File: config.mk
export PLATFORM = sky130hd
export DESIGN_NAME = risc_seq_divider
export DESIGN_NICKNAME = d
export VERILOG_FILES = /design/src/rtl/risc_seq_divider.sv
export SDC_FILE = /design/constraint.sdc
export NUM_CORES = 1
export LEC_CHECK = 0
export CAP_MARGIN = 5
export CORE_ASPECT_RATIO = 1.5
export CORE_MARGIN = 5
export CORE_UTILIZATION = 28
export CTS_CLUSTER_DIAMETER = 120
export DETAILED_ROUTE_END_ITERATION = 8
export PLACE_DENSITY = 0.46
export SLEW_MARGIN = 0
export SYNTH_ARGS = -nofsm -noshare
export SYNTH_HDL_FRONTEND = slang
export SYNTH_SLANG_ARGS = --single-unit
File: constraint.sdc
create_clock -name clk -period 2.1 [get_ports clk]
set_input_delay 0.42 -clock clk [delete_from_list [all_inputs] [get_ports clk]]
set_output_delay 0.42 -clock clk [all_outputs]
set_load 0.01 [all_outputs]
File: src/rtl/risc_seq_divider.sv
// Iterative restoring divider for the execute stage.
// One quotient bit per clock; signs are fixed up in a single cycle after the loop.
module risc_seq_divider #(
    parameter int WIDTH = 16
) (
    input  logic             clk,
    input  logic             rst_n,
    input  logic             start,
    input  logic             signed_op,
    input  logic [WIDTH-1:0] dividend,
    input  logic [WIDTH-1:0] divisor,
    output logic             busy,
    output logic             done,
    output logic [WIDTH-1:0] quotient,
    output logic [WIDTH-1:0] remainder,
    output logic             div_by_zero
);

    localparam int CW = $clog2(WIDTH + 1);

    typedef enum logic [1:0] {
        S_IDLE,
        S_RUN,
        S_FIX,
        S_FIN
    } state_t;

    state_t           state_q, state_d;
    logic [CW-1:0]    cnt_q, cnt_d;
    logic [WIDTH-1:0] dq_q, dq_d;
    logic [WIDTH-1:0] dvs_q, dvs_d;
    logic [WIDTH-1:0] rem_q, rem_d;
    logic             sign_q_q, sign_q_d;
    logic             sign_r_q, sign_r_d;
    logic             busy_q, busy_d;
    logic             done_q, done_d;
    logic [WIDTH-1:0] quo_q, quo_d;
    logic [WIDTH-1:0] remo_q, remo_d;
    logic             dbz_q, dbz_d;

    logic             dd_neg;
    logic             dv_neg;
    logic [WIDTH-1:0] dd_abs;
    logic [WIDTH-1:0] dv_abs;
    logic [WIDTH:0]   rem_shift;
    logic             fits;

    always_comb begin
        dd_neg    = signed_op & dividend[WIDTH-1];
        dv_neg    = signed_op & divisor[WIDTH-1];
        dd_abs    = dd_neg ? -dividend : dividend;
        dv_abs    = dv_neg ? -divisor : divisor;
        // Remainder is always below the divisor, so WIDTH+1 bits cover the shift.
        rem_shift = {rem_q, dq_q[WIDTH-1]};
        fits      = rem_shift >= {1'b0, dvs_q};

        state_d  = state_q;
        cnt_d    = cnt_q;
        dq_d     = dq_q;
        dvs_d    = dvs_q;
        rem_d    = rem_q;
        sign_q_d = sign_q_q;
        sign_r_d = sign_r_q;
        quo_d    = quo_q;
        remo_d   = remo_q;
        dbz_d    = dbz_q;

        case (state_q)
            S_IDLE, S_FIN: begin
                state_d = S_IDLE;
                if (start) begin
                    if (divisor == '0) begin
                        state_d = S_FIN;
                        quo_d   = '1;
                        remo_d  = dividend;
                        dbz_d   = 1'b1;
                    end else begin
                        state_d  = S_RUN;
                        dq_d     = dd_abs;
                        dvs_d    = dv_abs;
                        rem_d    = '0;
                        cnt_d    = CW'(WIDTH);
                        sign_q_d = dd_neg ^ dv_neg;
                        sign_r_d = dd_neg;
                    end
                end
            end
            S_RUN: begin
                dq_d  = {dq_q[WIDTH-2:0], fits};
                rem_d = fits ? (rem_shift[WIDTH-1:0] - dvs_q)
                             : rem_shift[WIDTH-1:0];
                cnt_d = cnt_q - CW'(1);
                if (cnt_q == CW'(1)) begin
                    state_d = S_FIX;
                end
            end
            S_FIX: begin
                quo_d   = sign_q_q ? -dq_q : dq_q;
                remo_d  = sign_r_q ? -rem_q : rem_q;
                dbz_d   = 1'b0;
                state_d = S_FIN;
            end
            default: state_d = S_IDLE;
        endcase

        done_d = (state_d == S_FIN);
        busy_d = (state_d == S_RUN) || (state_d == S_FIX);
    end

    always_ff @(posedge clk) begin
        if (!rst_n) begin
            state_q  <= S_IDLE;
            cnt_q    <= '0;
            dq_q     <= '0;
            dvs_q    <= '0;
            rem_q    <= '0;
            sign_q_q <= 1'b0;
            sign_r_q <= 1'b0;
            busy_q   <= 1'b0;
            done_q   <= 1'b0;
            quo_q    <= '0;
            remo_q   <= '0;
            dbz_q    <= 1'b0;
        end else begin
            state_q  <= state_d;
            cnt_q    <= cnt_d;
            dq_q     <= dq_d;
            dvs_q    <= dvs_d;
            rem_q    <= rem_d;
            sign_q_q <= sign_q_d;
            sign_r_q <= sign_r_d;
            busy_q   <= busy_d;
            done_q   <= done_d;
            quo_q    <= quo_d;
            remo_q   <= remo_d;
            dbz_q    <= dbz_d;
        end
    end

    assign busy        = busy_q;
    assign done        = done_q;
    assign quotient    = quo_q;
    assign remainder   = remo_q;
    assign div_by_zero = dbz_q;

endmodule

# After elaboration in Yosys (flattened, before gate mapping)
# Index checks and enable logic that the tools add are counted.
[word_totals]
register_bits = 92
latch_bits = 0
ram_bits = 0
rom_bits = 0
inputBits = 36
out_inout_bits = 35
word_cells = 69
memories = 0
[op_classes]
n_addsub = 6
n_mul = 0
div = 0
n_lt_le_gt_ge = 1
eq_ne = 10
n_shift = 0
muxes = 27
bitwise_logic = 4
reduce_logical = 9
[op_table]
columns = ["op", "count"]
rows = [
  ["$mux 16", 13],
  ["$pmux 16 s2", 4],
  ["$neg 16->16", 4],
  ["$ge 17x16->1", 1],
  ["$logic_not 16->1", 1],
  ["$sub 16x16->16", 1],
  ["$mux 5", 2],
  ["$pmux 5 s2", 1],
  ["$reduce_and 3->1", 3],
  ["$eq 2x2->1 const B", 4],
  ["$mux 2", 3],
  ["$ne 2x2->1 const B", 3],
  ["$pmux 2 s3", 1],
  ["$eq 5x1->1 const B", 1],
  ["$sub 5x1->5 const B", 1],
  ["$eq 2x1->1 const B", 2],
  ["$reduce_bool 2->1", 2],
  ["$and 1x1->1", 2],
  ["$logic_not 2->1", 1],
  ["$mux 1", 2],
  ["$pmux 1 s2", 1],
  ["$reduce_or 2->1", 1],
  ["$logic_or 1x1->1", 1],
  ["$not 1->1", 1],
  ["$xor 1x1->1", 1],
]

# Depth between registers and ports, before layout
# Gate-level depths: netlist of run 1.
[depth]
word_depth = 6
mapped_depth = 11

# Worst setup path before layout of run 1
# No wires, ideal clock.
[synth_timing]
path_kind = "register -> register"
start = "register dq_q[15]"
end = "register rem_q[14]"
setup_ps = 131
t_arrival_ps = 2145
path_slack_ps = -175
stages_incl_launch_ff = 11
synth_period_minus_slack_ps = 2275
cell_sequence = "dfxtp_1 > inv_1 > ha_1 > inv_1 > fa_1 > a21o_1 > a221oi_1 > o21ai_0 > a211o_1 > o211ai_1 > o21ai_0"
[synth_between]
elab_chain_cells = 3
elab_cells_between_ends = 4
classes_between = "add/sub (1); order compare (1); mux (2)"
[synth_lines]
columns = ["item", "line_no", "source"]
rows = [
  ["start: declaration", "30", "logic [WIDTH-1:0] dq_q, dq_d;"],
  ["start signal: assignment", "127", "dq_q <= dq_d;"],
  ["$sub 16x16->16 or $ge 17x16->1 (tied branches)", "90, 55", ""],
  ["$mux 16 *", "90", "rem_d = fits ? (rem_shift[WIDTH-1:0] - dvs_q)"],
  ["$pmux 16 s2 *", "68", "case (state_q)"],
  ["end signal: assignment", "129", "rem_q <= rem_d;"],
  ["end: declaration", "32", "logic [WIDTH-1:0] rem_q, rem_d;"],
]
# Mark *: on every way between the ends. The rest lies on a longest branch, timed or not.
# A chain may end at the register's enable or synchronous reset.

# Final worst setup path of run 1
# Ends and elaborated chain as after synthesis.

==> results of run 1 <==
## per-layer routing
metal	GRT usage	wire length [µm]
met5	0	0
met3	0.0228	459
met4	0.0468	369
met1	0.190	8160
met2	0.348	12100
## layout by cell type (no fill, tap or decap), types with 6 or more instances in the layout
master	count
sky130_fd_sc_hd__nand2_1	98
sky130_fd_sc_hd__buf_6	6
sky130_fd_sc_hd__a211o_1	6
sky130_fd_sc_hd__ha_4	10
sky130_fd_sc_hd__xor2_1	35
sky130_fd_sc_hd__a211oi_1	16
sky130_fd_sc_hd__a31oi_1	11
sky130_fd_sc_hd__buf_4	159
sky130_fd_sc_hd__o211ai_1	38
sky130_fd_sc_hd__buf_12	11
sky130_fd_sc_hd__nor4_1	6
sky130_fd_sc_hd__inv_1	28
sky130_fd_sc_hd__dfxtp_2	10
sky130_fd_sc_hd__clkbuf_16	10
sky130_fd_sc_hd__o21ai_0	47
sky130_fd_sc_hd__nor2_1	52
sky130_fd_sc_hd__o21ai_1	6
sky130_fd_sc_hd__dlygate4sd2_1	13
sky130_fd_sc_hd__dfxtp_1	82
sky130_fd_sc_hd__or3_1	6
sky130_fd_sc_hd__o31ai_1	8
sky130_fd_sc_hd__a21o_1	7
sky130_fd_sc_hd__nand3_1	12
sky130_fd_sc_hd__a21oi_2	7
sky130_fd_sc_hd__xnor2_1	32
sky130_fd_sc_hd__clkdlybuf4s50_1	55
sky130_fd_sc_hd__a21oi_1	65
sky130_fd_sc_hd__nor3_1	9
sky130_fd_sc_hd__and2_1	9
sky130_fd_sc_hd__ha_1	13
## synthesized netlist by cell type (3+ instances only)
master                       n
sky130_fd_sc_hd__nand4b_1    3
sky130_fd_sc_hd__and4_1      4
sky130_fd_sc_hd__o41ai_1     7
sky130_fd_sc_hd__and2_1      9
sky130_fd_sc_hd__xnor2_1    32
sky130_fd_sc_hd__inv_1      33
sky130_fd_sc_hd__a21o_1      7
sky130_fd_sc_hd__nand3_1    12
sky130_fd_sc_hd__nor2b_1     5
sky130_fd_sc_hd__xor2_1     35
sky130_fd_sc_hd__o21ai_0    54
sky130_fd_sc_hd__a211oi_1   18
sky130_fd_sc_hd__o211ai_1   38
sky130_fd_sc_hd__ha_1       25
sky130_fd_sc_hd__buf_4       4
sky130_fd_sc_hd__a221o_1     4
sky130_fd_sc_hd__dfxtp_1    92
sky130_fd_sc_hd__or4_1       3
sky130_fd_sc_hd__clkbuf_1   27
sky130_fd_sc_hd__o31ai_1     8
sky130_fd_sc_hd__buf_2      13
sky130_fd_sc_hd__nand2_1   100
sky130_fd_sc_hd__a31oi_1    11
sky130_fd_sc_hd__nor4_1      7
sky130_fd_sc_hd__a21oi_1    71
sky130_fd_sc_hd__nor2_1     55
sky130_fd_sc_hd__mux2i_1     5
sky130_fd_sc_hd__nand2b_1    4
sky130_fd_sc_hd__a211o_1     6
sky130_fd_sc_hd__nand4_1     5
sky130_fd_sc_hd__or3_1       7
sky130_fd_sc_hd__o21a_1      3
sky130_fd_sc_hd__nor3_1     10
sky130_fd_sc_hd__and3_1      4
## state kept, by name, indices dropped and copies added, names as in the netlist, 2 cells and up
name and flops:
dq_q 16, quotient 16, state_q 2, rem_q 16, remainder 16, cnt_q 5, dvs_q 16
## cell type report
| type | count | share of cell area |
|---|---|---|
| inverter | 34 | 0.0140 |
| sequential | 92 | 0.203 |
| timing repair buffer | 250 | 0.251 |
| multi-input combinational | 596 | 0.459 |
| tap | 268 | 0.0367 |
| clock inverter | 7 | 0.0112 |
| clock buffer | 9 | 0.0247 |
## through the flow
step,TNS [ns],util
global placement,-32.58,0.388
detailed placement,-33.97,0.388
floorplan,-0.00180,-
CTS,-0.0980,0.426
finish,-0.123,0.432
global route,-2.22,0.432
## worst paths after layout
kind | slack (ns) | cells past startpoint | start | end
setup reg to reg | -0.12 | 11 | dq_q[15]$_SDFFE_PN0P_ | rem_q[14]$_SDFFE_PN0P_
hold reg to reg | 0.46 | 2 | remainder[6]$_SDFFE_PN0P_ | remainder[6]$_SDFFE_PN0P_
setup / recovery | -0.12 | 11 | dq_q[15]$_SDFFE_PN0P_ | rem_q[14]$_SDFFE_PN0P_
hold / removal | 0.46 | 2 | remainder[6]$_SDFFE_PN0P_ | remainder[6]$_SDFFE_PN0P_
## power groups by stage
stage	logic (W)	registers [W]	clock network, W
2_1_floorplan	0.00124	0.00207	0
3_3_place_gp	0.00230	0.00208	0
3_5_place_dp	0.00231	0.00208	0
4_1_cts	0.00254	0.00205	0.00190
5_1_grt	0.00281	0.00207	0.00197
6_report	0.00255	0.00204	0.00187
## critical path, cell delays in order (launching register included)
cell	delay, ns
sky130_fd_sc_hd__dfxtp_2	0.33
sky130_fd_sc_hd__inv_2	0.08
sky130_fd_sc_hd__ha_4	0.13
sky130_fd_sc_hd__inv_2	0.03
sky130_fd_sc_hd__fa_2	0.33
sky130_fd_sc_hd__a21o_1	0.21
sky130_fd_sc_hd__a221oi_4	0.32
sky130_fd_sc_hd__buf_4	0.18
sky130_fd_sc_hd__nor2_2	0.03
sky130_fd_sc_hd__a211oi_2	0.19
sky130_fd_sc_hd__o211ai_1	0.16
sky130_fd_sc_hd__o21ai_1	0.15
## what timing repair did
| action | 4_1_cts | 5_1_grt |
|---|---|---|
| gates cloned | 4 | 1 |
| pin swaps | 26 | 15 |
| setup endpoints to repair | 58 | 33 |
| resized for setup | 80 | 20 |
| buffers inserted | 12 | 1 |
## kinds of logic after synthesis
logic type | after synthesis | share of synthesized area
AOI/OAI and AO/OA | 254 | 0.279
xor gates and xnor gates | 67 | 0.0974
adders and majority gates | 26 | 0.0553
buffers and inverters | 82 | 0.0577
DFF | 92 | 0.306
muxes | 6 | 0.0102
and+or+nand+nor | 243 | 0.194
==> out/metrics.sh, run 1 <==
STATUS='finished with violations'
VIOLATIONS='setup timing'
PORT_BUFFER_CELLS=70
YS_SEQ_AREA_FRAC=0.306
WORSTSKEWPAIRLATENCY_NS=0.36
GRT_SETUP_UNREPAIRED='true'
CTS_TREE='built'
PLACED_CELL_AREA_UM2=8200
STATIC_LEAKAGE_nW=3.59
CELLS_AFTER_SYNTHESIS=770
SYNTH_NETS=832
FP.DIEW_UM=130
SUM_OF_NET_HALF_PERIMETERS_AFTER_DETAILED_PLACEMENT_UM=16600
SYNTH_AREA_LEADERS='sky130_fd_sc_hd__dfxtp_1 (31%), sky130_fd_sc_hd__nand2_1 (6.2%), sky130_fd_sc_hd__a21oi_1 (5.9%)'
SYNTH-MAIN-FF-CELL='sky130_fd_sc_hd__dfxtp_1'
GRT_PASS1_WL_UM=33800
TIMING.CRITICAL_PATH.TO_TYPE='flip-flop'
WORST_SETUP_HOLD_PATH_CLK_SLEW_NS=0.07
START_UTIL=0.285
MAX-CAP-VIOLATIONS=0
CTS-HOLD-FIX-BUFFERS=0
CLOCK-SINKS=92
PRE_CTS_SLACK_NS=-0.507
MAXIMUM_CLOCK_INSERTION_BUFFER_COUNT=2
FLOORPLAN_ROW_COUNT=65
TOTAL_POWER_W=0.00646
NUMCTSBUFFERS=9
FINAL_MIN_PERIOD_OVER_CLOCK_PERIOD=1.06
SYNTH.AVG_CELL_AREA_UM2=7.82
SLEW_VIOL_FINAL=0
GRT_ANTENNA_BEFORE_REPAIR=0
YS_WARN_COUNT=0
GRT_PASS1_VIAS=6373
YS_FF_LATCH=92
SETUP-VIOLATIONS-FINAL=3
HOLD_PATH_CLASS='reg2reg'
FINAL_CELLS=1256
RELSLEWSLACK=0.594
POWER_DENSITY_nW_PER_UM2=708
GLOBAL_ROUTE.USAGE.TOTAL=0.176
P_INT_W=0.00422
YOSYSUNIQUECELLTYPES=71
ANTENNA_VIOLATING_NETS_REMAINING=0
P_SEQ_FRAC=0.316
PLACE_CONGESTION=0.837
SYNTH_EDF_COUNT=0
MULTIINPUTGATEAREA_UM2=4190
HIGHEST_FANOUT_SEEN_ON_THE_CRITICAL_PATH=2
PLACEABLE_CORE_REGION_UM2=21100
SWITCHING_SHARE=0.347
FINISH.NET_COUNT=1045
IR_WORST_VDD_uV=365
DIE_HEIGHT_UM=190
HTREEDEPTH=3
DP_CELLS=1222
IOS=71
CRITICAL_PATH_REQUIRED_NS=2.39
WORST_SLEW_PIN_SLEW_NS=0.603
ASYNCSETRESETFLOPFRACSYNTH=0
CRITPATHLAUNCHTYPE='flip-flop'
POWER_SWITCHING_W=0.00224
N_ANTENNA_CELL=0
CRITPATHKIND='reg2reg'
SYNTHTOLAYOUTAREAGROWTH_PCT=51.5
FIN_SKEW_NS=0.00894
WORST_EP_ARRIVAL_TIME_NS=2.51
LAYOUT-DRIVE-GT1-SHARE=0.281
POST_DRT_VIA_CELL_RATIO=4.92
DRC=0
FINAL.MIN_CLOCK_PERIOD_NS=2.22
ROOT_BUFFER='sky130_fd_sc_hd__clkbuf_16'
ACHIEVABLE-FREQUENCY_MHz=451
FINALHOLDVIOLATIONS=0
PWR-SHARE-COMB=0.395
ROUTED-VIA-COUNT=6178
FP.DIEAREA_UM2=24600
TOTALWIRELENGTH_UM=21100
1ST_ITER_DRT_VIOLS=359
AREA_USED_BY_SEQUENTIAL_LOGIC_IN_THE_LAYOUT_UM2=1850
GRT_OVERFLOW=0
WORST_HOLD_SLACK_NS=0.456
LAYOUT_SETUP_WS_NS=-0.116
N_FILL_CELL=2172
FINAL_CELL_AREA_UM2=9130
CLOCK_POWER_SHARE=0.289
SYNTHESIZED_CELL_AREA_UM2=6020
GRT_MAX_DEGREE=48
MOST_AREA_HUNGRY_CELL_TYPE_IN_THE_YOSYS_NETLIST='sky130_fd_sc_hd__dfxtp_1'
DRTPASS1ITERATIONS=5
SYNTH_TOP_CELL_AREA_SHARE=0.306
POST_DRT_WL_PER_CELL_UM=16.8
Power figures use the tool's default switching activity.
==> inputs of run 2 (changes only) <==
--- a/config.mk
+++ b/config.mk
@@ -8,10 +8,10 @@
 export CAP_MARGIN = 5
 export CORE_ASPECT_RATIO = 1.5
 export CORE_MARGIN = 5
-export CORE_UTILIZATION = 28
+export CORE_UTILIZATION = 40
 export CTS_CLUSTER_DIAMETER = 120
 export DETAILED_ROUTE_END_ITERATION = 8
-export PLACE_DENSITY = 0.46
+export PLACE_DENSITY = 0.62
 export SLEW_MARGIN = 0
 export SYNTH_ARGS = -nofsm -noshare
 export SYNTH_HDL_FRONTEND = slang
==> run 2 against run 1 <==
Net effect: die area fell by 28%; setup slack improved by 0.075 ns; routed wire length is 0.23% higher; critical path depth unchanged; flip-flop and latch count is the same; first-iteration DRC count fell by 16%; the flow still finishes with violations (setup timing); clock power decreased by 6%; global-route usage is 6.7 points higher; cell area increased by 0.45%; critical endpoint unchanged; largest cell class unchanged; clock skew is 0.0017 ns higher; hold slack got worse by 0.00093 ns; final cell count is 5.2% lower.
==> out/metrics.sh, run 2 (synthesis results as in run 1) <==
STATUS='finished with violations'  # unchanged
VIOLATIONS='setup timing'  # unchanged
PLACEABLE_CORE_REGION_UM2=14900  # was 21100 µm²
CRITICAL_PATH_REQUIRED_NS=2.39  # about the same
POWER_DENSITY_nW_PER_UM2=704  # was 708 nW/µm²
WORST_REG2REG_PATH_ENDPOINT='rem_q[14]$_SDFFE_PN0P_'  # unchanged
LAYOUT_SETUP_WS_NS=-0.0414  # was -0.116 ns
NUMCTSBUFFERS=9  # unchanged
PLACED_CELL_AREA_UM2=8010  # was 8200 µm²
DIE_HEIGHT_UM=160  # was 190 µm
LAYOUT.CELLS.MOST_COMMON_LIST='sky130_fd_sc_hd__buf_4 (159), sky130_fd_sc_hd__nand2_1 (97), sky130_fd_sc_hd__dfxtp_1 (75)'  # was sky130_fd_sc_hd__buf_4 (159), sky130_fd_sc_hd__nand2_1 (98), sky130_fd_sc_hd__dfxtp_1 (82)
R2R-START='dq_q[15]$_SDFFE_PN0P_'  # unchanged
MAX-CAP-VIOLATIONS=0  # unchanged
CRITPATHKIND='reg2reg'  # unchanged
WORST_SLEW_PIN_SLEW_NS=0.566  # was 0.603 ns
HOLDPATHSTAGES=2  # unchanged
FINISH.NET_COUNT=1049  # was 1045
SETUP.REG_TO_REG.WORST_SLACK_NS=-0.04  # was -0.12 ns
POST_DRT_VIA_CELL_RATIO=5.52  # was 4.92
HOLD_PATH_CLASS='reg2reg'  # unchanged
WORST_HOLD_PATH.ENDPOINT='remainder[15]$_SDFFE_PN0P_'  # was remainder[6]$_SDFFE_PN0P_
HTREEDEPTH=3  # unchanged
FINAL_COMMON_CELL='sky130_fd_sc_hd__buf_4'  # unchanged
SETUP-VIOLATIONS-FINAL=1  # was 3
FINAL_MIN_PERIOD_OVER_CLOCK_PERIOD=1.02  # was 1.06
SYNTHTOLAYOUTAREAGROWTH_PCT=52.2  # was 51.5%
CTS-HOLD-FIX-BUFFERS=0  # unchanged
GLOBAL_ROUTE.USAGE.TOTAL=0.243  # was 0.176
IOS=71  # unchanged
AREA_USED_BY_SEQUENTIAL_LOGIC_IN_THE_LAYOUT_UM2=1870  # was 1850 µm²
N_ANTENNA_CELL=0  # unchanged
SUM_OF_NET_HALF_PERIMETERS_AFTER_DETAILED_PLACEMENT_UM=15500  # was 16600 µm
CTS_TREE='built'  # unchanged
HP-START='remainder[15]$_SDFFE_PN0P_'  # was remainder[6]$_SDFFE_PN0P_
CRITPATHLAUNCHTYPE='flip-flop'  # unchanged
ROOT_BUFFER='sky130_fd_sc_hd__clkbuf_16'  # unchanged
LAYOUT-DRIVE-GT1-SHARE=0.320  # was 0.281
TOTAL_POWER_W=0.00646  # about the same
FIN_SKEW_NS=0.0106  # was 0.00894 ns
FINAL_CELL_AREA_UM2=9170  # was 9130 µm²
GRT_MAX_DEGREE=53  # was 48
FP.DIEAREA_UM2=17700  # was 24600 µm²
IR_WORST_VDD_uV=512  # was 365 µV
GRT_OVERFLOW=0  # unchanged
WORSTSKEWPAIRLATENCY_NS=0.36  # about the same
TOTALWIRELENGTH_UM=21200  # was 21100 µm
DRTPASS1ITERATIONS=5  # unchanged
SLEW_VIOL_FINAL=0  # unchanged
ANTENNA_VIOLATING_NETS_REMAINING=0  # unchanged
FP.DIEW_UM=110  # was 130 µm
CLOCK-SINKS=92  # unchanged
MULTIINPUTGATEAREA_UM2=4330  # was 4190 µm²
WORST_EP_ARRIVAL_TIME_NS=2.43  # was 2.51 ns
HIGHEST_FANOUT_SEEN_ON_THE_CRITICAL_PATH=2  # unchanged
START_UTIL=0.403  # was 0.285
WORST_HOLD_SLACK_NS=0.455  # was 0.456 ns
GRT_PASS1_VIAS=6811  # was 6373
ACHIEVABLE-FREQUENCY_MHz=467  # was 451 MHz
NUMBER_OF_CELLS_TRAVERSED_BY_THE_WORST_REGISTER_TO_REGISTER_PATH=11  # unchanged
WORST_SETUP_HOLD_PATH_CLK_SLEW_NS=0.07  # about the same
PLACE_CONGESTION=0.911  # was 0.837
FIN_UTIL=0.614  # was 0.432
POST_DRT_WL_PER_CELL_UM=17.8  # was 16.8 µm
N_FILL_CELL=1310  # was 2172
TIMING.CRITICAL_PATH.TO_TYPE='flip-flop'  # unchanged
GRT_PASS1_WL_UM=33900  # was 33800 µm
DRC=0  # unchanged
PRE_CTS_SLACK_NS=-0.538  # was -0.507 ns
1ST_ITER_DRT_VIOLS=303  # was 359
ROUTED-VIA-COUNT=6571  # was 6178
MAXIMUM_CLOCK_INSERTION_BUFFER_COUNT=2  # unchanged
FLOORPLAN_ROW_COUNT=55  # was 65
STATIC_LEAKAGE_nW=3.62  # was 3.59 nW
GRT_ANTENNA_BEFORE_REPAIR=0  # unchanged
RELSLEWSLACK=0.622  # was 0.594
FINALHOLDVIOLATIONS=0  # unchanged
PORT_BUFFER_CELLS=70  # unchanged
GRT_SETUP_UNREPAIRED='true'  # unchanged
FINAL.MIN_CLOCK_PERIOD_NS=2.14  # was 2.22 ns
-- run 2: changes by cell type in the layout (fill, tap and decap cells not counted), moves of 4 or more --
cell / delta
sky130_fd_sc_hd__o21ai_0: -14
sky130_fd_sc_hd__dlygate4sd2_1: -9
sky130_fd_sc_hd__o21ai_1: +8
sky130_fd_sc_hd__dfxtp_1: -7
sky130_fd_sc_hd__clkbuf_2: +6
sky130_fd_sc_hd__dfxtp_2: +6
sky130_fd_sc_hd__o21ai_2: +5
sky130_fd_sc_hd__a21oi_1: -4
sky130_fd_sc_hd__buf_6: +4
sky130_fd_sc_hd__inv_1: -4
sky130_fd_sc_hd__inv_2: +4
-- run 2: layout make-up --
class,count,area share
flip-flops and latches,92,0.204
clock inverters,7,0.0102
repair buffers,253,0.249
well taps,199,0.0272
clock buffers,9,0.0246
inverters,34,0.0139
multi-input cells,597,0.472
-- run 2: what timing repair did --
action / 4_1_cts / 5_1_grt
gates resized for setup: 91 / 85
pin swaps: 32 / 32
endpoints found under the setup margin: 59 / 59
gates cloned: 4 / 1
buffers inserted: 21 / 10
-- run 2: report_power, final --
group	switching, W	internal [W]
Combinational	0.00135	0.00127
Clock	0.000806	0.000957
Sequential	0.000156	0.00192
-- run 2: worst max-delay path, stage by stage (launching register included) --
cell	delay, ns
sky130_fd_sc_hd__dfxtp_2	0.33
sky130_fd_sc_hd__inv_2	0.08
sky130_fd_sc_hd__ha_4	0.14
sky130_fd_sc_hd__inv_2	0.03
sky130_fd_sc_hd__fa_2	0.33
sky130_fd_sc_hd__a21o_1	0.20
sky130_fd_sc_hd__a221oi_4	0.28
sky130_fd_sc_hd__buf_4	0.17
sky130_fd_sc_hd__nor2_2	0.04
sky130_fd_sc_hd__a211oi_2	0.20
sky130_fd_sc_hd__o211ai_1	0.12
sky130_fd_sc_hd__o21ai_1	0.13
-- run 2: how the worst max path moves through the flow --
stage | from | slack (ns) | depth (start not counted) | to
after floorplan | dq_q[15]$_SDFFE_PN0P_ | -0.002 | 10 | rem_q[14]$_SDFFE_PN0P_
after global placement | divisor[10] | -0.43 | 8 | quotient[9]$_SDFFE_PN0P_
after detailed placement | divisor[10] | -0.54 | 8 | quotient[6]$_SDFFE_PN0P_
after CTS | dq_q[15]$_SDFFE_PN0P_ | -0.02 | 10 | rem_q[14]$_SDFFE_PN0P_
after global routing | dq_q[15]$_SDFFE_PN0P_ | -0.15 | 11 | rem_q[14]$_SDFFE_PN0P_
final | dq_q[15]$_SDFFE_PN0P_ | -0.04 | 11 | rem_q[14]$_SDFFE_PN0P_
-- run 2: layer usage --
| metal | wire (µm) | track usage |
|---|---|---|
| met2 | 11500 | 0.445 |
| met1 | 7640 | 0.252 |
| met3 | 729 | 0.0326 |
| met4 | 1290 | 0.154 |
| met5 | 0 | 0 |
-- run 2: metrics by stage --
step	TNS (ns)	std cells
after floorplan	-0.00180	770
after global placement	-28.64	1141
after detailed placement	-33.04	1141
after CTS	-0.0153	1181
after global routing	-0.507	1191
final	-0.0414	1191
==> RTL edit 1: new RTL, settings of run 2 <==
Reset style: asynchronous (`rst_n`), changed in one clocked block.
--- a/src/rtl/risc_seq_divider.sv
+++ b/src/rtl/risc_seq_divider.sv
@@ -107,7 +107,7 @@
         busy_d = (state_d == S_RUN) || (state_d == S_FIX);
     end
 
-    always_ff @(posedge clk) begin
+    always_ff @(posedge clk or negedge rst_n) begin
         if (!rst_n) begin
             state_q  <= S_IDLE;
             cnt_q    <= '0;
Formal check against the unedited RTL: differs if rst_n is asserted again (counterexample within 4 cycles, from zero or initial values and one cycle with rst_n low); with rst_n held inactive, the same outputs for 10 cycles.
==> RTL edit 1 against run 2 <==
Clock skew fell by 2.6 ps; critical path depth did not move; non-clock buffer count fell by 13; worst hold slack got worse by 450 ps; sequential share of layout area rose by 5.1 points; die area rose by 1.8%; area after synthesis rose by 2.0%; final area fell by 1.1%; synthesized cell count fell by 7.9%; sequential cell count did not move; worst setup slack got worse by 250 ps; wire length fell by 11%; the run still ends with setup timing left.
Power is not compared: it rests on default switching activity, and its combinational part moved more than twofold at a synthesized area within 25%.
==> RTL edit 1: results (changes against run 2) <==
<table>
<tr><th>Metric</th><th>Value</th></tr>
<tr><th colspan="2">Worst setup path</th></tr>
<tr><td>Cell with the largest stage delay on the worst path</td><td>dfrtp_1 (was dfxtp_2)</td></tr>
<tr><td>FF-to-FF Start</td><td>dq_q[15]$_DFFE_PN0P_ (was dq_q[15]$_SDFFE_PN0P_)</td></tr>
<tr><th colspan="2">Detailed routing</th></tr>
<tr><td>DR WL met2</td><td>10900 um (was 11500 um)</td></tr>
<tr><td>Met3 WL post-DR</td><td>536 um (was 729 um)</td></tr>
<tr><td>Sum of routed wire segments on met1</td><td>6920 um (was 7640 um)</td></tr>
<tr><td>Pre-antenna DRT Iters</td><td>4 (was 5)</td></tr>
<tr><td>Initial DRC count</td><td>253 (was 303)</td></tr>
<tr><td>Via-to-Cell Ratio</td><td>5.36 (was 5.52)</td></tr>
<tr><th colspan="2">Timing</th></tr>
<tr><td>Worst setup skew after layout</td><td>8.03 ps (was 10.6 ps)</td></tr>
<tr><td>Normalized max-slew margin</td><td>67.0% (was 62.2%)</td></tr>
<tr><td>Final worst-path setup slack</td><td>-290 ps (was -41.4 ps)</td></tr>
<tr><td>Setup-violating endpoint count in the final report</td><td>12 (was 1)</td></tr>
<tr><th colspan="2">Status</th></tr>
<tr><td>Failing checks</td><td>setup timing (unchanged)</td></tr>
<tr><td>Status</td><td>complete, but fails checks (unchanged)</td></tr>
<tr><th colspan="2">Clocking</th></tr>
<tr><td>Number of buffers inserted by post-CTS setup repair</td><td>18 (was 21)</td></tr>
<tr><th colspan="2">Place</th></tr>
<tr><td>Area after DPL</td><td>8040 um^2 (was 8010 um^2)</td></tr>
<tr><td>DPL Wire Length</td><td>14600 um (was 15500 um)</td></tr>
<tr><td>Worst setup slack before clock tree synthesis</td><td>-505 ps (was -538 ps)</td></tr>
<tr><th colspan="2">Layout</th></tr>
<tr><td>Core occupancy in the finished layout</td><td>60.1% (was 61.4%)</td></tr>
<tr><th colspan="2">Global route</th></tr>
<tr><td>Global-route track usage on met3</td><td>2.46% (was 3.26%)</td></tr>
<tr><td>First-pass GRT wire length</td><td>30900 um (was 33900 um)</td></tr>
<tr><th colspan="2">Yosys</th></tr>
<tr><td>Total nets after synthesis</td><td>771 (was 832)</td></tr>
<tr><td>Async SR Flop Fraction</td><td>100% (was 0%)</td></tr>
<tr><td>Leading cell types by total area after synthesis</td><td>dfrtp_1 37%, xnor2_1 7.1%, nand2_1 5.6% (was dfxtp_1 31%, nand2_1 6.2%, a21oi_1 5.9%)</td></tr>
<tr><td>Cell count after synthesis</td><td>709 (was 770)</td></tr>
<tr><th colspan="2">Min path</th></tr>
<tr><td>Hold Path Class</td><td>primary input to asynchronous set/reset pin (was flop to flop)</td></tr>
</table>
[RTL edit 1: per-stage QoR]
| step | hold WS, ps | total power [mW] |
|---|---|---|
| after floorplan | 124 | 7.60 |
| after global placement | 385 | 10.6 |
| after detailed placement | 387 | 10.8 |
| after CTS | 9.20 | 13.0 |
| after global routing | 46.4 | 14.5 |
| final | 8.18 | 13.5 |
[RTL edit 1: layout make-up]
cell class / count / share of cell area [%]
multi-input cells: 545 / 44.0
well taps: 199 / 2.75
inverters: 33 / 1.37
clock inverters: 7 / 0.635
repair buffers: 240 / 23.3
clock buffers: 9 / 2.49
flip-flops and latches: 92 / 25.4
[RTL edit 1: kinds of logic (layout without fill, tap and decap cells)]
logic type      count (synthesis)  after routing  synth area share, %
flops                          92             92                 37.5
compound gates                211            211                 21.9
buf+inv                        72            289                 5.07
fa+ha+maj                      26             26                 5.42
xor+xnor                       67             67                 9.55
simple gates                  225            225                 17.9
mux                            16             16                 2.65
==> RTL edit 2: new RTL, flow settings as in run 2 <==
Made on the original files. Change the parameter `WIDTH` from 16 to 8.
--- a/src/rtl/risc_seq_divider.sv
+++ b/src/rtl/risc_seq_divider.sv
@@ -1,7 +1,7 @@
 // Iterative restoring divider for the execute stage.
 // One quotient bit per clock; signs are fixed up in a single cycle after the loop.
 module risc_seq_divider #(
-    parameter int WIDTH = 16
+    parameter int WIDTH = 8
 ) (
     input  logic             clk,
     input  logic             rst_n,
Interface: changed (resized dividend, divisor, quotient and remainder); port bits go from 71 to 39. The function was not compared with the original's and may differ.
==> RTL edit 2 against run 2 <==
Area after synthesis decreased by 48%; worst setup slack improved by 140 ps; final area decreased by 53%; sequential cell count decreased by 41; fmax increased by 7.1%; total power decreased by 49%; die area decreased by 45%; wire length decreased by 59%; critical endpoint is now rem_q[7]$_SDFFE_PN0P_; highest routed layer unchanged.
==> RTL edit 2: results (changes against run 2) <==
<table>
<tr><th>Metric</th><th>Value</th></tr>
<tr><th colspan="2">Status</th></tr>
<tr><td>Status</td><td>finished, final reports clean (was complete, but fails checks)</td></tr>
<tr><th colspan="2">Layout</th></tr>
<tr><td>Final net count</td><td>518 (was 1049)</td></tr>
<tr><td># fillers</td><td>734 (was 1310)</td></tr>
<tr><td>Fraction of layout cells with a size suffix above 1</td><td>17.9% (was 32.0%)</td></tr>
<tr><th colspan="2">Min path</th></tr>
<tr><td>Beginning of the worst hold path</td><td>dvs_q[7]$_SDFFE_PN0P_ (was remainder[15]$_SDFFE_PN0P_)</td></tr>
<tr><th colspan="2">Timing</th></tr>
<tr><td>Setup TNS after final layout</td><td>0 ps (was -41.4 ps)</td></tr>
<tr><td>Transition at the pin with the smallest max-transition slack</td><td>422 ps (was 566 ps)</td></tr>
<tr><td>Worst setup skew after layout</td><td>3.91 ps (was 10.6 ps)</td></tr>
<tr><th colspan="2">Power</th></tr>
<tr><td>Pint</td><td>2.23 mW (was 4.14 mW)</td></tr>
<tr><th colspan="2">Yosys</th></tr>
<tr><td>Count of cell types in the netlist</td><td>52 (was 71)</td></tr>
<tr><td>Leading cell types by count after synthesis</td><td>51 x dfxtp_1, 42 x nand2_1, 35 x nor2_1 (was 100 x nand2_1, 92 x dfxtp_1, 71 x a21oi_1)</td></tr>
<tr><td>Leading cell types by total area after synthesis</td><td>dfxtp_1 32%, ha_1 6.8%, a21oi_1 5.1% (was dfxtp_1 31%, nand2_1 6.2%, a21oi_1 5.9%)</td></tr>
<tr><td>Share of synthesized area occupied by flip-flops and latches</td><td>32.4% (was 30.6%)</td></tr>
<tr><th colspan="2">Clocking</th></tr>
<tr><td>CTS buffer count</td><td>5 (was 9)</td></tr>
<tr><td>Number of H-tree levels</td><td>2 (was 3)</td></tr>
<tr><td>Source-to-sink clock delay at the later pin of the worst-skew pair</td><td>300 ps (was 360 ps)</td></tr>
<tr><th colspan="2">Worst setup path</th></tr>
<tr><td>Stage delay of the slowest cell on the critical path</td><td>360 ps (was 330 ps)</td></tr>
<tr><td>Maximum fanout along the worst path</td><td>5 (was 2)</td></tr>
<tr><td>Arrival time of data at the critical path endpoint</td><td>2190 ps (was 2430 ps)</td></tr>
<tr><td>FF-to-FF Start</td><td>dvs_q[5]$_SDFFE_PN0P_ (was dq_q[15]$_SDFFE_PN0P_)</td></tr>
<tr><th colspan="2">Global route</th></tr>
<tr><td>Via count of the first global-routing pass</td><td>3054 (was 6811)</td></tr>
<tr><td>GRT Total Usage</td><td>18.8% (was 24.3%)</td></tr>
<tr><th colspan="2">Place</th></tr>
<tr><td>Placer congestion estimate</td><td>0.845 (was 0.911)</td></tr>
<tr><td>Worst setup slack before clock tree synthesis</td><td>-392 ps (was -538 ps)</td></tr>
<tr><th colspan="2">Detailed routing</th></tr>
<tr><td>Vias</td><td>3080 (was 6571)</td></tr>
<tr><td>Pre-antenna DRT Iters</td><td>4 (was 5)</td></tr>
<tr><td>Initial DRC count</td><td>116 (was 303)</td></tr>
<tr><td>Per-cell routed wire length</td><td>15.0 um (was 17.8 um)</td></tr>
</table>
[RTL edit 2: worst paths after layout]
| check | slack, ps | cells past startpoint | endpoint |
|---|---|---|---|
| worst min-delay path | 460 | 2 | dvs_q[7]$_SDFFE_PN0P_ |
| worst max register to register | 100 | 8 | rem_q[7]$_SDFFE_PN0P_ |
| worst max-delay path | 100 | 8 | rem_q[7]$_SDFFE_PN0P_ |
| worst min register to register | 460 | 2 | dvs_q[7]$_SDFFE_PN0P_ |
[RTL edit 2: logic make-up (layout without fill, tap and decap cells)]
logic type / Yosys count / count (layout) / synth area share (%)
AOI/OAI and AO/OA: 112 / 112 / 23.5
xor gates and xnor gates: 26 / 26 / 7.23
adders and majority gates: 18 / 18 / 7.39
buffers and inverters: 47 / 133 / 5.84
DFF: 51 / 51 / 32.4
muxes: 12 / 12 / 3.90
and+or+nand+nor: 129 / 129 / 19.7
[RTL edit 2: routing by layer]
| layer | share of wire, % | GRT usage [%] | vias up |
|---|---|---|---|
| met5 | 0 | 0 | - |
| met4 | 3.0 | 7.90 | 0 |
| met3 | 2.7 | 2.89 | 22 |
| met2 | 56 | 35.7 | 45 |
| met1 | 38 | 19.5 | 1448 |
| li1 | - | - | 1565 |
[RTL edit 2: worst max-delay path, delay by kind of cell, from the launching register on]
family	cells	cell delay (ps)
flip-flops	1	330
AND/OR/NAND/NOR	1	360
AO/OA/AOI/OAI	4	650
adder cells (fa/ha/maj)	1	330
buffers and inverters	2	230
[RTL edit 2: layout make-up]
| type | count | share of cell area [%] |
|---|---|---|
| clock buffer | 6 | 3.24 |
| clock inverter | 2 | 0.818 |
| inverter | 28 | 2.45 |
| multi-input combinational | 297 | 47.3 |
| timing repair buffer | 97 | 19.3 |
| sequential | 51 | 23.9 |
| tap | 102 | 2.98 |
[RTL edit 2: repair_timing]
| action | in CTS | in global routing |
|---|---|---|
| pin swaps | 0 | 2 |
| setup endpoints to repair | 11 | 16 |
| buffers inserted | 0 | 0 |
| gates resized for setup | 3 | 13 |
[RTL edit 2: power by group through the flow]
stage	clock (mW)	sequential [mW]	combinational (mW)
after floorplan	0	1.15	0.694
after global placement	0	1.17	1.11
after detailed placement	0	1.17	1.13
after CTS	0.976	1.14	1.15
after global routing	1.02	1.16	1.30
final	0.963	1.15	1.18
[RTL edit 2: per-stage QoR]
stage	hold slack, ps	util [%]	instance area (um^2)	cells
finish	461	55.9	4280	583
global route	478	55.9	4280	583
CTS	458	55.0	4210	583
detailed placement	444	52.5	4020	575
global placement	444	52.5	4020	575
floorplan	432	-	3150	395
